`src/rtl/modexp_ctrl.sv`:
```
// Left-to-right square-and-multiply modular exponentiation controller.
// Sequences an external modular multiplier with at most one outstanding request.
module modexp_ctrl #(
    parameter int WIDTH     = 16,
    parameter int EXP_WIDTH = 16
) (
    input  logic                 clk_in,
    input  logic                 rst_n_in,
    input  logic                 ready_in,
    input  logic [WIDTH-1:0]     base_in,
    input  logic [EXP_WIDTH-1:0] exponent_in,
    input  logic [WIDTH-1:0]     modulus_in,
    output logic [WIDTH-1:0]     result_out,
    output logic                 busy_out,
    output logic                 valid_out,
    output logic                 mul_ready_out,
    output logic [WIDTH-1:0]     mul_a_out,
    output logic [WIDTH-1:0]     mul_b_out,
    output logic [WIDTH-1:0]     mul_modulus_out,
    input  logic                 mul_busy_in,
    input  logic                 mul_valid_in,
    input  logic [WIDTH-1:0]     mul_result_in
);

    localparam int CW = (EXP_WIDTH > 1) ? $clog2(EXP_WIDTH) : 1;
    localparam logic [CW-1:0] BITS_INIT = CW'(EXP_WIDTH - 1);

    typedef enum logic [2:0] {
        IDLE,
        SCAN,
        MUL_REQ,
        MUL_WAIT,
        SQ_REQ,
        SQ_WAIT,
        NEXT,
        DONE
    } state_t;

    state_t               r_state;
    state_t               w_state_nxt;
    logic [WIDTH-1:0]     r_base;
    logic [WIDTH-1:0]     r_mod;
    logic [WIDTH-1:0]     r_acc;
    logic [EXP_WIDTH-1:0] r_exp;
    logic [CW-1:0]        r_bitcnt;
    logic                 r_first;
    logic                 r_busy;
    logic                 r_busy_d;
    logic [WIDTH-1:0]     r_result;
    logic                 r_mul_ready;
    logic [WIDTH-1:0]     r_mul_a;
    logic [WIDTH-1:0]     r_mul_b;
    logic                 w_cur_bit;
    logic                 w_exp_zero;

    // The bit under consideration always sits at the MSB of the shift register.
    assign w_cur_bit  = r_exp[EXP_WIDTH-1];
    assign w_exp_zero = (r_exp == '0);

    always_ff @(posedge clk_in) begin
        if (!rst_n_in) r_state <= IDLE;
        else           r_state <= w_state_nxt;
    end

    always_comb begin
        w_state_nxt = r_state;
        unique case (r_state)
            IDLE:     if (ready_in) w_state_nxt = SCAN;
            SCAN: begin
                if (w_exp_zero)     w_state_nxt = DONE;
                else if (w_cur_bit) w_state_nxt = MUL_REQ;
            end
            MUL_REQ:  w_state_nxt = MUL_WAIT;
            SQ_REQ:   w_state_nxt = SQ_WAIT;
            MUL_WAIT: if (mul_valid_in) w_state_nxt = NEXT;
            SQ_WAIT:  if (mul_valid_in) w_state_nxt = w_cur_bit ? MUL_REQ : NEXT;
            NEXT:     w_state_nxt = (r_bitcnt == '0) ? DONE : SQ_REQ;
            DONE:     w_state_nxt = IDLE;
            default:  w_state_nxt = IDLE;
        endcase
    end

    always_ff @(posedge clk_in) begin
        if (!rst_n_in) begin
            r_base      <= '0;
            r_mod       <= '0;
            r_acc       <= '0;
            r_exp       <= '0;
            r_bitcnt    <= '0;
            r_first     <= 1'b0;
            r_busy      <= 1'b0;
            r_busy_d    <= 1'b0;
            r_result    <= '0;
            r_mul_ready <= 1'b0;
            r_mul_a     <= '0;
            r_mul_b     <= '0;
        end else begin
            r_busy_d    <= r_busy;
            r_mul_ready <= 1'b0;
            unique case (r_state)
                IDLE: begin
                    if (ready_in) begin
                        r_base   <= base_in;
                        r_mod    <= modulus_in;
                        r_exp    <= exponent_in;
                        r_bitcnt <= BITS_INIT;
                        r_first  <= 1'b1;
                        r_busy   <= 1'b1;
                    end
                end
                SCAN: begin
                    if (w_exp_zero) begin
                        r_acc <= (r_mod == WIDTH'(1)) ? '0 : WIDTH'(1);
                    end else if (!w_cur_bit) begin
                        r_exp    <= r_exp << 1;
                        r_bitcnt <= r_bitcnt - CW'(1);
                    end
                end
                // First multiply is 1*base so the base gets reduced even if >= modulus.
                MUL_REQ: begin
                    r_mul_a     <= r_first ? WIDTH'(1) : r_acc;
                    r_mul_b     <= r_base;
                    r_mul_ready <= 1'b1;
                    r_first     <= 1'b0;
                end
                SQ_REQ: begin
                    r_mul_a     <= r_acc;
                    r_mul_b     <= r_acc;
                    r_mul_ready <= 1'b1;
                end
                MUL_WAIT, SQ_WAIT: begin
                    if (mul_valid_in) r_acc <= mul_result_in;
                end
                NEXT: begin
                    if (r_bitcnt != '0) begin
                        r_exp    <= r_exp << 1;
                        r_bitcnt <= r_bitcnt - CW'(1);
                    end
                end
                DONE: begin
                    r_result <= r_acc;
                    r_busy   <= 1'b0;
                end
                default: ;
            endcase
        end
    end

    assign result_out      = r_result;
    assign busy_out        = r_busy;
    assign valid_out       = r_busy_d & ~r_busy;
    assign mul_ready_out   = r_mul_ready;
    assign mul_a_out       = r_mul_a;
    assign mul_b_out       = r_mul_b;
    assign mul_modulus_out = r_mod;

    // A new request must never land on a multiplier that still reports busy.
    a_no_req_while_busy: assert property (@(posedge clk_in) disable iff (!rst_n_in)
        !(mul_ready_out && mul_busy_in));

endmodule
```
`config.mk`:
```
export PLATFORM = sky130hd
export DESIGN_NAME = modexp_ctrl
export DESIGN_NICKNAME = d
export VERILOG_FILES = /design/src/rtl/modexp_ctrl.sv
export SDC_FILE = /design/constraint.sdc
export NUM_CORES = 1
export LEC_CHECK = 0
export BUFFER_PORTS_ARGS = -buffer_cell sky130_fd_sc_hd__buf_2
export CAP_MARGIN = 20
export CORE_MARGIN = 4
export CORE_UTILIZATION = 47
export DETAILED_ROUTE_END_ITERATION = 10
export HOLD_SLACK_MARGIN = 0.05
export PLACE_DENSITY = 0.75
export SLEW_MARGIN = 20
export SYNTH_ARGS = -nofsm -noshare
export SYNTH_HDL_FRONTEND = slang
export SYNTH_SLANG_ARGS = --single-unit
```
`constraint.sdc`:
```
create_clock -name clk_in -period 1.7 [get_ports clk_in]
set_input_delay 0.255 -clock clk_in [delete_from_list [all_inputs] [get_ports clk_in]]
set_output_delay 0.255 -clock clk_in [all_outputs]
set_load 0.01 [all_outputs]
```
# After elaboration in Yosys (flattened, before gate mapping)
# Index checks and enable logic that the tools add are counted.
# classes
n_addsub,1
eq_ne,17
mux,29
bitwise,2
n_reduce_logical,18
# op_table
cell,count
$mux W16,7
$pmux W16 S2,3
$pmux W16 S3,1
$pmux W3 S8,1
$mux W3,6
$eq A16 B1 Y1 const B,1
$logic_not A16 Y1,1
$mux W4,4
$ne A2 B2 Y1 const B,8
$eq A3 B3 Y1 const B,4
$pmux W4 S3,1
$reduce_and A4 Y1,2
$reduce_bool A2 Y1,4
$eq A3 B2 Y1 const B,2
$reduce_and A2 Y1,3
$reduce_and A5 Y1,1
$logic_not A4 Y1,1
$pmux W1 S2,2
$reduce_bool A4 Y1,1
$reduce_or A2 Y1,2
$sub A4 B1 Y4 const B,1
$eq A3 B1 Y1 const B,1
$logic_not A3 Y1,1
$mux W1,3
other kinds (6),6
# word_totals
ff_bits,123
in_bits,69
word_cells,81

# Logic depth before layout (Yosys ltp)
# Gate-level depths: netlist of the first run.
# logic_depth
ltp_word,4
depth_mapped,8

# Least setup slack after synthesis of the first run
# No wires, ideal clock.
# synth_path
kind,flip-flop to flip-flop
startpoint,register r_state[1]
endpoint,register r_exp[10]
setup_ns,0.146
t_arrival_ns,1.622
t_required_ns,1.554
path_slack_ns,-0.069
stages_incl_launch_ff,8
path_buffers,2
period_less_slack_ns,1.769
path_cell_list,dfxtp_1 -> buf_4 -> nand3b_4 -> or4b_4 -> o21a_1 -> buf_2 -> a21oi_1 -> a211oi_2
# synth_via
elab_chain_len,3
# synth_lines
element,line,rtl
"start, declared",39,state_t r_state;
"start signal, assigned",62,else r_state <= w_state_nxt;
$eq A3 B3 Y1 (tied with other cells),100,unique case (r_state)
$ne A2 B2 Y1 (no line) / $reduce_bool A3 Y1 (equally long branches),--,
$reduce_and A5 Y1 (no line),--,
"end signal, assigned",105,r_exp <= exponent_in;
"end signal, assigned",115,r_exp <= r_exp << 1;
"end signal, assigned",136,r_exp <= r_exp << 1;
"end, declared",44,logic [EXP_WIDTH-1:0] r_exp;
# Several ways; a longest one is shown, not always the timed one.
# A chain may end at the register's enable or synchronous reset.

# Worst setup path after layout of the first run
# layout_path
startpoint,register r_state[0]
endpoint,register r_exp[14]
# The elaborated chain is that of the path after synthesis.

==> results.md, run 1 <==
* Status: finished, violations left
* Failing checks: negative setup slack
* Setup violations, final at 21
* Hold Vio Cnt, Final at 0
* Most common cell in the netlist: dfxtp_1
* Initial core utilization at 48.4%
* CTS H-Tree Depth at 4
* Post-DP HPWL at 9940 um
* Vias in the first global route at 5,325
* Slowest cell delay on critical path at 570 ps
* Critical Path RT at roughly 2100 ps
* Port Buffers at 134
* Slew headroom at 65.2%
* Final Core Density at between 70% and 80%
* Final Slew Violations at 0
* Crit path cell chain: nand3b_4, or4b_4, o21a_4, clkbuf_16, a21oi_2, a211oi_1
* Num ports at 136
* CTS buffer count at 17
* Seq/Total Area, Yosys at approximately 49%
* Die area at approximately 12,000 um2
* Yosys top cell by area: dfxtp_1
* DR WL/cell at 17.4 um
* Final period util at 105%
* Pint at 0.00704 W
* Via-to-Cell Ratio at about 5.6
* FF+latch count, synth at 123
* P&R area growth vs syn at 55.4%
* DRT antenna net count at 0
* Syn nets at 656
* Final WL at roughly 17,000 um
* Detailed router's first-iteration violation count at ~540
* Static Leak at approximately 3.2 nW
* Layout Nets at 879
* RSZ-0062 raised after global routing: yes
* Cell Pwr Density at 1290 nW/um2
* Gr usage total at 25.7%
* Ant. Diodes at 0
* TritonCTS clock tree: yes
* Die width at 111 um
* Clk slew on worst S/H paths at 60 ps
* CP max stage cell: or4b_4
* Post-synth top area share at 49.1%
* Yosys warnings at 0
* Mean Syn Cell Area at 8.57 um2
* Slew @ Worst Pin at 521 ps
* Drt first pass iters at 5
* Synth async-reset ratio at 0%
* Highest clock rate at between 500 and 600 MHz
* Initial antenna violation count at 0
* Primary FF master, synth: dfxtp_1
* Synthesized cell area at between 5000 and 6000 um2
* Worst Setup Start Kind: register
* Largest net degree at the start of global routing at 36
* Routability cong. at 0.852
* Peak supply drop at 0.000867 V
* Post-synth EDFFs at 0
* Vias at between 5,000 and 6,000
* Clock power frac at 36.5%
* Skew-Pair Late Insertion Delay at ~520 ps
* Minimum clock period at between 1500 and 2000 ps
* Top sig layer: met4
* Fill cell count at 670
* Met1 wire length at 6650 um
* Commonest cells post-synth: 123 x dfxtp_1, 120 x nand2_1, 88 x a21oi_1
* First-pass GRT wire length at between 20,000 and 30,000 um
* Cells after Synth at 585
* Flop pwr share at 34.9%
* DR WL met2 at 8260 um
* Critical path class: reg -> reg
* Placed cell count at 867
* CP max FO at 8
* Worst Skew at 8.10 ps
* Die height at 111 um
* Critical Path AT at 2150 ps
* Area contributors post-synth: dfxtp_1 49%, nand2_1 9.0%, a21oi_1 8.8%
* Gr ovfl total at 0
* Worst Setup End Kind: register
* Combinational power share at 28.6%
* Rows at 37
* Layout cell share with drive strength beyond 1 at 37.4%
* Core box area at about 10,000 um2
* Longest Clk Path Bufs at 2
* CTS root buf: clkbuf_8
* Non-filler cells, final at 957
* Distinct cells, synth at 49
* DRC Markers at 0
* Sink Count at 123
* Hold crit path type: in -> reg
* Routed wl met3 at ~1200 um
* Switching share of power at approximately 30%
* Sw Pwr at 0.00301 W
* Max-cap violations at 0
* PnR worst setup slack at -86.9 ps
-- metal layers --
layer  vias to the layer above  track usage, %
met2                       262            43.1
met3                        52            8.30
met4                         0            10.5
li1                       2513               -
met1                      2534            30.3
met5                         -               0
-- registers in the layout (all words and copies together) (netlist names) --
register and count:
mul_ready_out 1, result_out 16, busy_out 1, r_first 1, r_bitcnt 4, r_base 16
r_acc 16, r_busy_d 1, r_state 3, mul_a_out 16, mul_b_out 16, r_exp 16
mul_modulus_out 16
-- metrics by stage --
step | total power, W | setup slack, ps | instance area [um2] | hold slack, ps | TNS [ps]
after CTS | 0.00976 | -14.6 | 7580 | 123 | -68.8
after floorplan | 0.00485 | -20.3 | 5100 | 382 | -224
after detailed placement | 0.00580 | -221 | 6290 | 447 | -3610
final | 0.0100 | -86.9 | 7790 | 126 | -1040
after global routing | 0.0105 | -139 | 7790 | 125 | -2520
after global placement | 0.00569 | -171 | 6290 | 441 | -2200
-- worst max-delay path, delay by kind of cell (launching register included) --
family	cells	cell delay [ps]
buf+inv	1	190
flops	1	360
simple gates	2	720
compound gates	3	360
-- placed cells by master, fill, tap and decap left out, types with 13 or more instances in the layout --
cell | synthesis | layout
buf_2 | 13 | 134
a21oi_1 | 88 | 71
a211oi_2 | 10 | 13
nor2_1 | 37 | 37
mux2i_1 | 17 | 17
clkbuf_16 | 0 | 17
dlygate4sd3_1 | 0 | 49
a22oi_1 | 29 | 24
dfxtp_1 | 123 | 115
nand3_1 | 18 | 18
buf_4 | 1 | 55
nand2_1 | 120 | 120
a211oi_1 | 23 | 20
-- cells by family after synthesis --
family	share of synthesized area, %
buf+inv	5.19
xor+xnor	0.175
compound gates	22.8
flops	49.1
mux	3.39
fa+ha+maj	0.499
simple gates	18.9
-- layout make-up --
class / count / area [um2] / share of cell area (%)
Clock inverter: 6 / 108 / 1.38
Tap cell: 136 / 170 / 2.18
Multi-Input combinational cell: 404 / 2650 / 33.9
Sequential cell: 123 / 2470 / 31.8
Timing Repair Buffer: 254 / 1860 / 23.9
Inverter: 8 / 32.5 / 0.417
Clock buffer: 26 / 498 / 6.39
-- power groups by stage --
stage	Clock, W	Sequential (W)	Combinational (W)
floorplan	0	0.00354	0.00131
global placement	0	0.00347	0.00222
detailed placement	0	0.00348	0.00231
CTS	0.00367	0.00347	0.00262
global route	0.00385	0.00353	0.00309
finish	0.00367	0.00350	0.00288
-- path summary, 6_finish.rpt --
kind / startpoint / endpoint / slack [ps] / cells after the start
max: r_state[0]$_SDFFE_PN0P_ / r_exp[14]$_SDFFE_PN0P_ / -90 / 6
min: exponent_in[2] / r_exp[2]$_SDFFE_PN0P_ / 130 / 3
max reg2reg: r_state[0]$_SDFFE_PN0P_ / r_exp[14]$_SDFFE_PN0P_ / -90 / 6
min reg2reg: result_out[2]$_SDFFE_PN0P_ / result_out[2]$_SDFFE_PN0P_ / 450 / 2
-- timing repair --
| item | in CTS | in global routing |
|---|---|---|
| setup endpoints to repair | 46 | 87 |
| hold buffers | 49 | 0 |
| pin swaps | 6 | 8 |
| cloned | 0 | 1 |
| gates resized for setup | 34 | 29 |
| endpoints found under the hold margin | 49 | 0 |
| buffers inserted | 2 | 6 |
Note: power is estimated with default switching activity, not from simulation.
==> inputs of run 2 (changes only) <==
Settings changed: BUFFER_PORTS_ARGS -buffer_cell sky130_fd_sc_hd__buf_2 to -buffer_cell sky130_fd_sc_hd__clkbuf_2.
==> run 2 against run 1 <==
The flow still finishes with violations (negative setup slack). Combinational power about the same. Sequential power about the same. Global-route usage fell by 0.66 points. Die area is the same. Register-to-register slack better by 50 ps. Non-clock buffer count fell by 3. Clock skew down 1.8 ps. Worst hold slack got worse by 66 ps. Final cell count down 0.21%. Utilization down 0.82 points.
==> results.md, run 2 (synthesis gave the netlist of run 1 again) <==
* Status: finished, violations left
* Failing checks: negative setup slack
* Slew @ Worst Pin at 460 ps (-60.6 ps)
* Vias in the first global route at 5,294 (-0.58%)
* Worst Setup Start Kind: register
* PnR worst setup slack at -37.5 ps (+49.4 ps)
* Die height at 111 um (unchanged)
* Most frequent cells in the layout: 134 x clkbuf_2, 120 x nand2_1, 117 x dfxtp_1
* Most common cell after layout, fill and taps aside: clkbuf_2
* Slew headroom at 69.1% (+3.9 points)
* Worst Skew at 6.27 ps (-1.83 ps)
* Peak supply drop at 0.000881 V (+1.7%)
* Via-to-Cell Ratio at 5.44 (-2.9%)
* Final period util at 102% (-2.9 points)
* Initial core utilization at 48.4% (unchanged)
* Gr ovfl total at 0 (unchanged)
* Cell Pwr Density at 1260 nW/um2 (-2.5%)
* Detailed router's first-iteration violation count at 400 (-26%)
* Final Slew Violations at 0 (unchanged)
* Met1 Usage GRT at 29.0% (-1.3 points)
* Combinational power share at 29.8% (+1.2 points)
* Layout Nets at 877 (-0.23%)
* DR WL/cell at 16.8 um (-3.4%)
* Buffers & Inverters on Critical Path at 1 (unchanged)
* Flop pwr share at 36.2% (+1.3 points)
* Num ports at 136 (unchanged)
* Final WL at 16,100 um (-3.6%)
* Gr usage total at 25.0% (-0.66 points)
* Minimum clock period at 1740 ps (-49.4 ps)
* CTS H-Tree Depth at 4 (unchanged)
* Post-DP HPWL at 10,100 um (+1.3%)
* Static Leak at 3.11 nW (-2.9%)
* Setup violations, final at 6 (-71%)
* Clock power frac at 34.0% (-2.5 points)
* Drt first pass iters at 5 (unchanged)
* Critical path class: reg -> reg
* Switching share of power at 31.5% (+1.6 points)
* Min Hold Slack at 59.2 ps (-66.3 ps)
* Design area at 7710 um2 (-1.1%)
* Die width at 111 um (unchanged)
* Worst Setup End Kind: register
* GR Util met3 at 7.64% (-0.66 points)
* CTS buffer count at 17 (unchanged)
* Sink Count at 123 (unchanged)
* First-pass GRT wire length at 25,400 um (-3.0%)
* Met2 Use GR at 43.0% (-0.12 points)
* Gr busiest metal: met2
* P&R area growth vs syn at 53.7%
* Slowest cell delay on critical path at 530 ps (-40 ps)
* Fill cell count at 723 (+7.9%)
* Hold Vio Cnt, Final at 0 (unchanged)
* Family with the most delay on the worst path: simple AND/OR/NAND/NOR gates
* Pint at 0.00664 W (-5.8%)
* Critical Path AT at 2200 ps (+50 ps)
* Longest Clk Path Bufs at 2 (unchanged)
* CP max stage cell: or4b_4
* Die area at 12,400 um2 (unchanged)
* CP max FO at 4 (-4)
* Skew-Pair Late Insertion Delay at 520 ps (about the same)
* RSZ-0062 raised after global routing: yes
* Hold crit path type: in -> reg
* Crit path cell chain: nand3b_4, or4b_4, o21a_4, buf_4, a211oi_2, a41o_1
* DRT antenna net count at 0 (unchanged)
* Clk slew on worst S/H paths at 60 ps (about the same)
* Highest clock rate at 576 MHz (+2.8%)
* Core box area at 10,400 um2 (unchanged)
* Port Buffers at 134 (unchanged)
* Critical Path RT at 2160 ps (+90 ps)
* Rows at 37 (unchanged)
* Routability cong. at 0.825 (-3.2%)
* DRC Markers at 0 (unchanged)
* Largest net degree at the start of global routing at 44 (+22%)
* Placed Area at 6250 um2 (-0.68%)
* Vias at 5,194 (-3.1%)
* TritonCTS clock tree: yes
* Initial antenna violation count at 1 (+1)
* CTS root buf: clkbuf_8
* Layout cell share with drive strength beyond 1 at 38.0% (+0.63 points)
* Sw Pwr at 0.00305 W (+1.5%)
* Max-cap violations at 0 (unchanged)
## run 2: cell count changes in the layout (fill, tap and decap cells not counted), moves of 5 or more
| cell | before | now |
|---|---|---|
| buf_4 | 55 | 49 |
| buf_2 | 134 | 0 |
| buf_6 | 4 | 9 |
| clkbuf_2 | 0 | 134 |
## run 2: worst paths after layout
path                           start                   endpoint  slack, ps  cells after the start
max          r_state[0]$_SDFFE_PN0P_     r_exp[15]$_SDFFE_PN0P_        -40                      6
min reg2reg  r_base[11]$_SDFFE_PN0P_    r_base[11]$_SDFFE_PN0P_        450                      2
max reg2reg  r_state[0]$_SDFFE_PN0P_     r_exp[15]$_SDFFE_PN0P_        -40                      6
min                         rst_n_in  mul_a_out[0]$_SDFFE_PN0P_         60                      3
## run 2: power groups by stage
stage / sequential [W] / combinational, W / clock [W]
after floorplan: 0.00354 / 0.00131 / 0
after global placement: 0.00349 / 0.00217 / 0
after detailed placement: 0.00351 / 0.00225 / 0
after CTS: 0.00347 / 0.00242 / 0.00333
after global routing: 0.00355 / 0.00311 / 0.00347
final: 0.00351 / 0.00288 / 0.00329
## run 2: worst min-delay path, stage by stage
cell,delay [ps]
clkbuf_2,140
o21ai_0,90
a21oi_1,40
## run 2: timing repair
action | 4_1_cts | 5_1_grt
gates cloned | 0 | 1
setup buffers | 2 | 9
hold endpoints to repair | 48 | 0
gates resized for setup | 12 | 57
pin swaps | 6 | 15
hold buffers | 48 | 0
setup endpoints to repair | 49 | 69
## run 2: through the flow
step / std cells / TNS (ps) / util [%] / worst slack (ps) / power [W]
finish: 955 / -62.7 / 74.3 / -37.5 / 0.00969
global route: 955 / -2030 / 74.3 / -116 / 0.0101
CTS: 944 / 0 / 70.8 / 6.21 / 0.00921
detailed placement: 863 / -3620 / 60.2 / -214 / 0.00577
global placement: 863 / -1520 / 60.2 / -133 / 0.00566
floorplan: 585 / -224 / - / -20.3 / 0.00485
## run 2: cell type report
type                    count  area, um2  area share [%]
clock buffers              21        449            5.83
well taps                 136        170            2.21
multi-input cells         405       2650            34.3
diodes                      1       2.50          0.0325
flip-flops and latches    123       2470            32.1
inverters                   8       32.5           0.422
clock inverters            10       93.8            1.22
repair buffers            251       1840            23.9
## run 2: layer usage
metal | wire length, um | share of wire, %
met5 | 0 | 0
met4 | 393 | 2.4
met3 | 1080 | 6.7
met2 | 8120 | 51
met1 | 6460 | 40
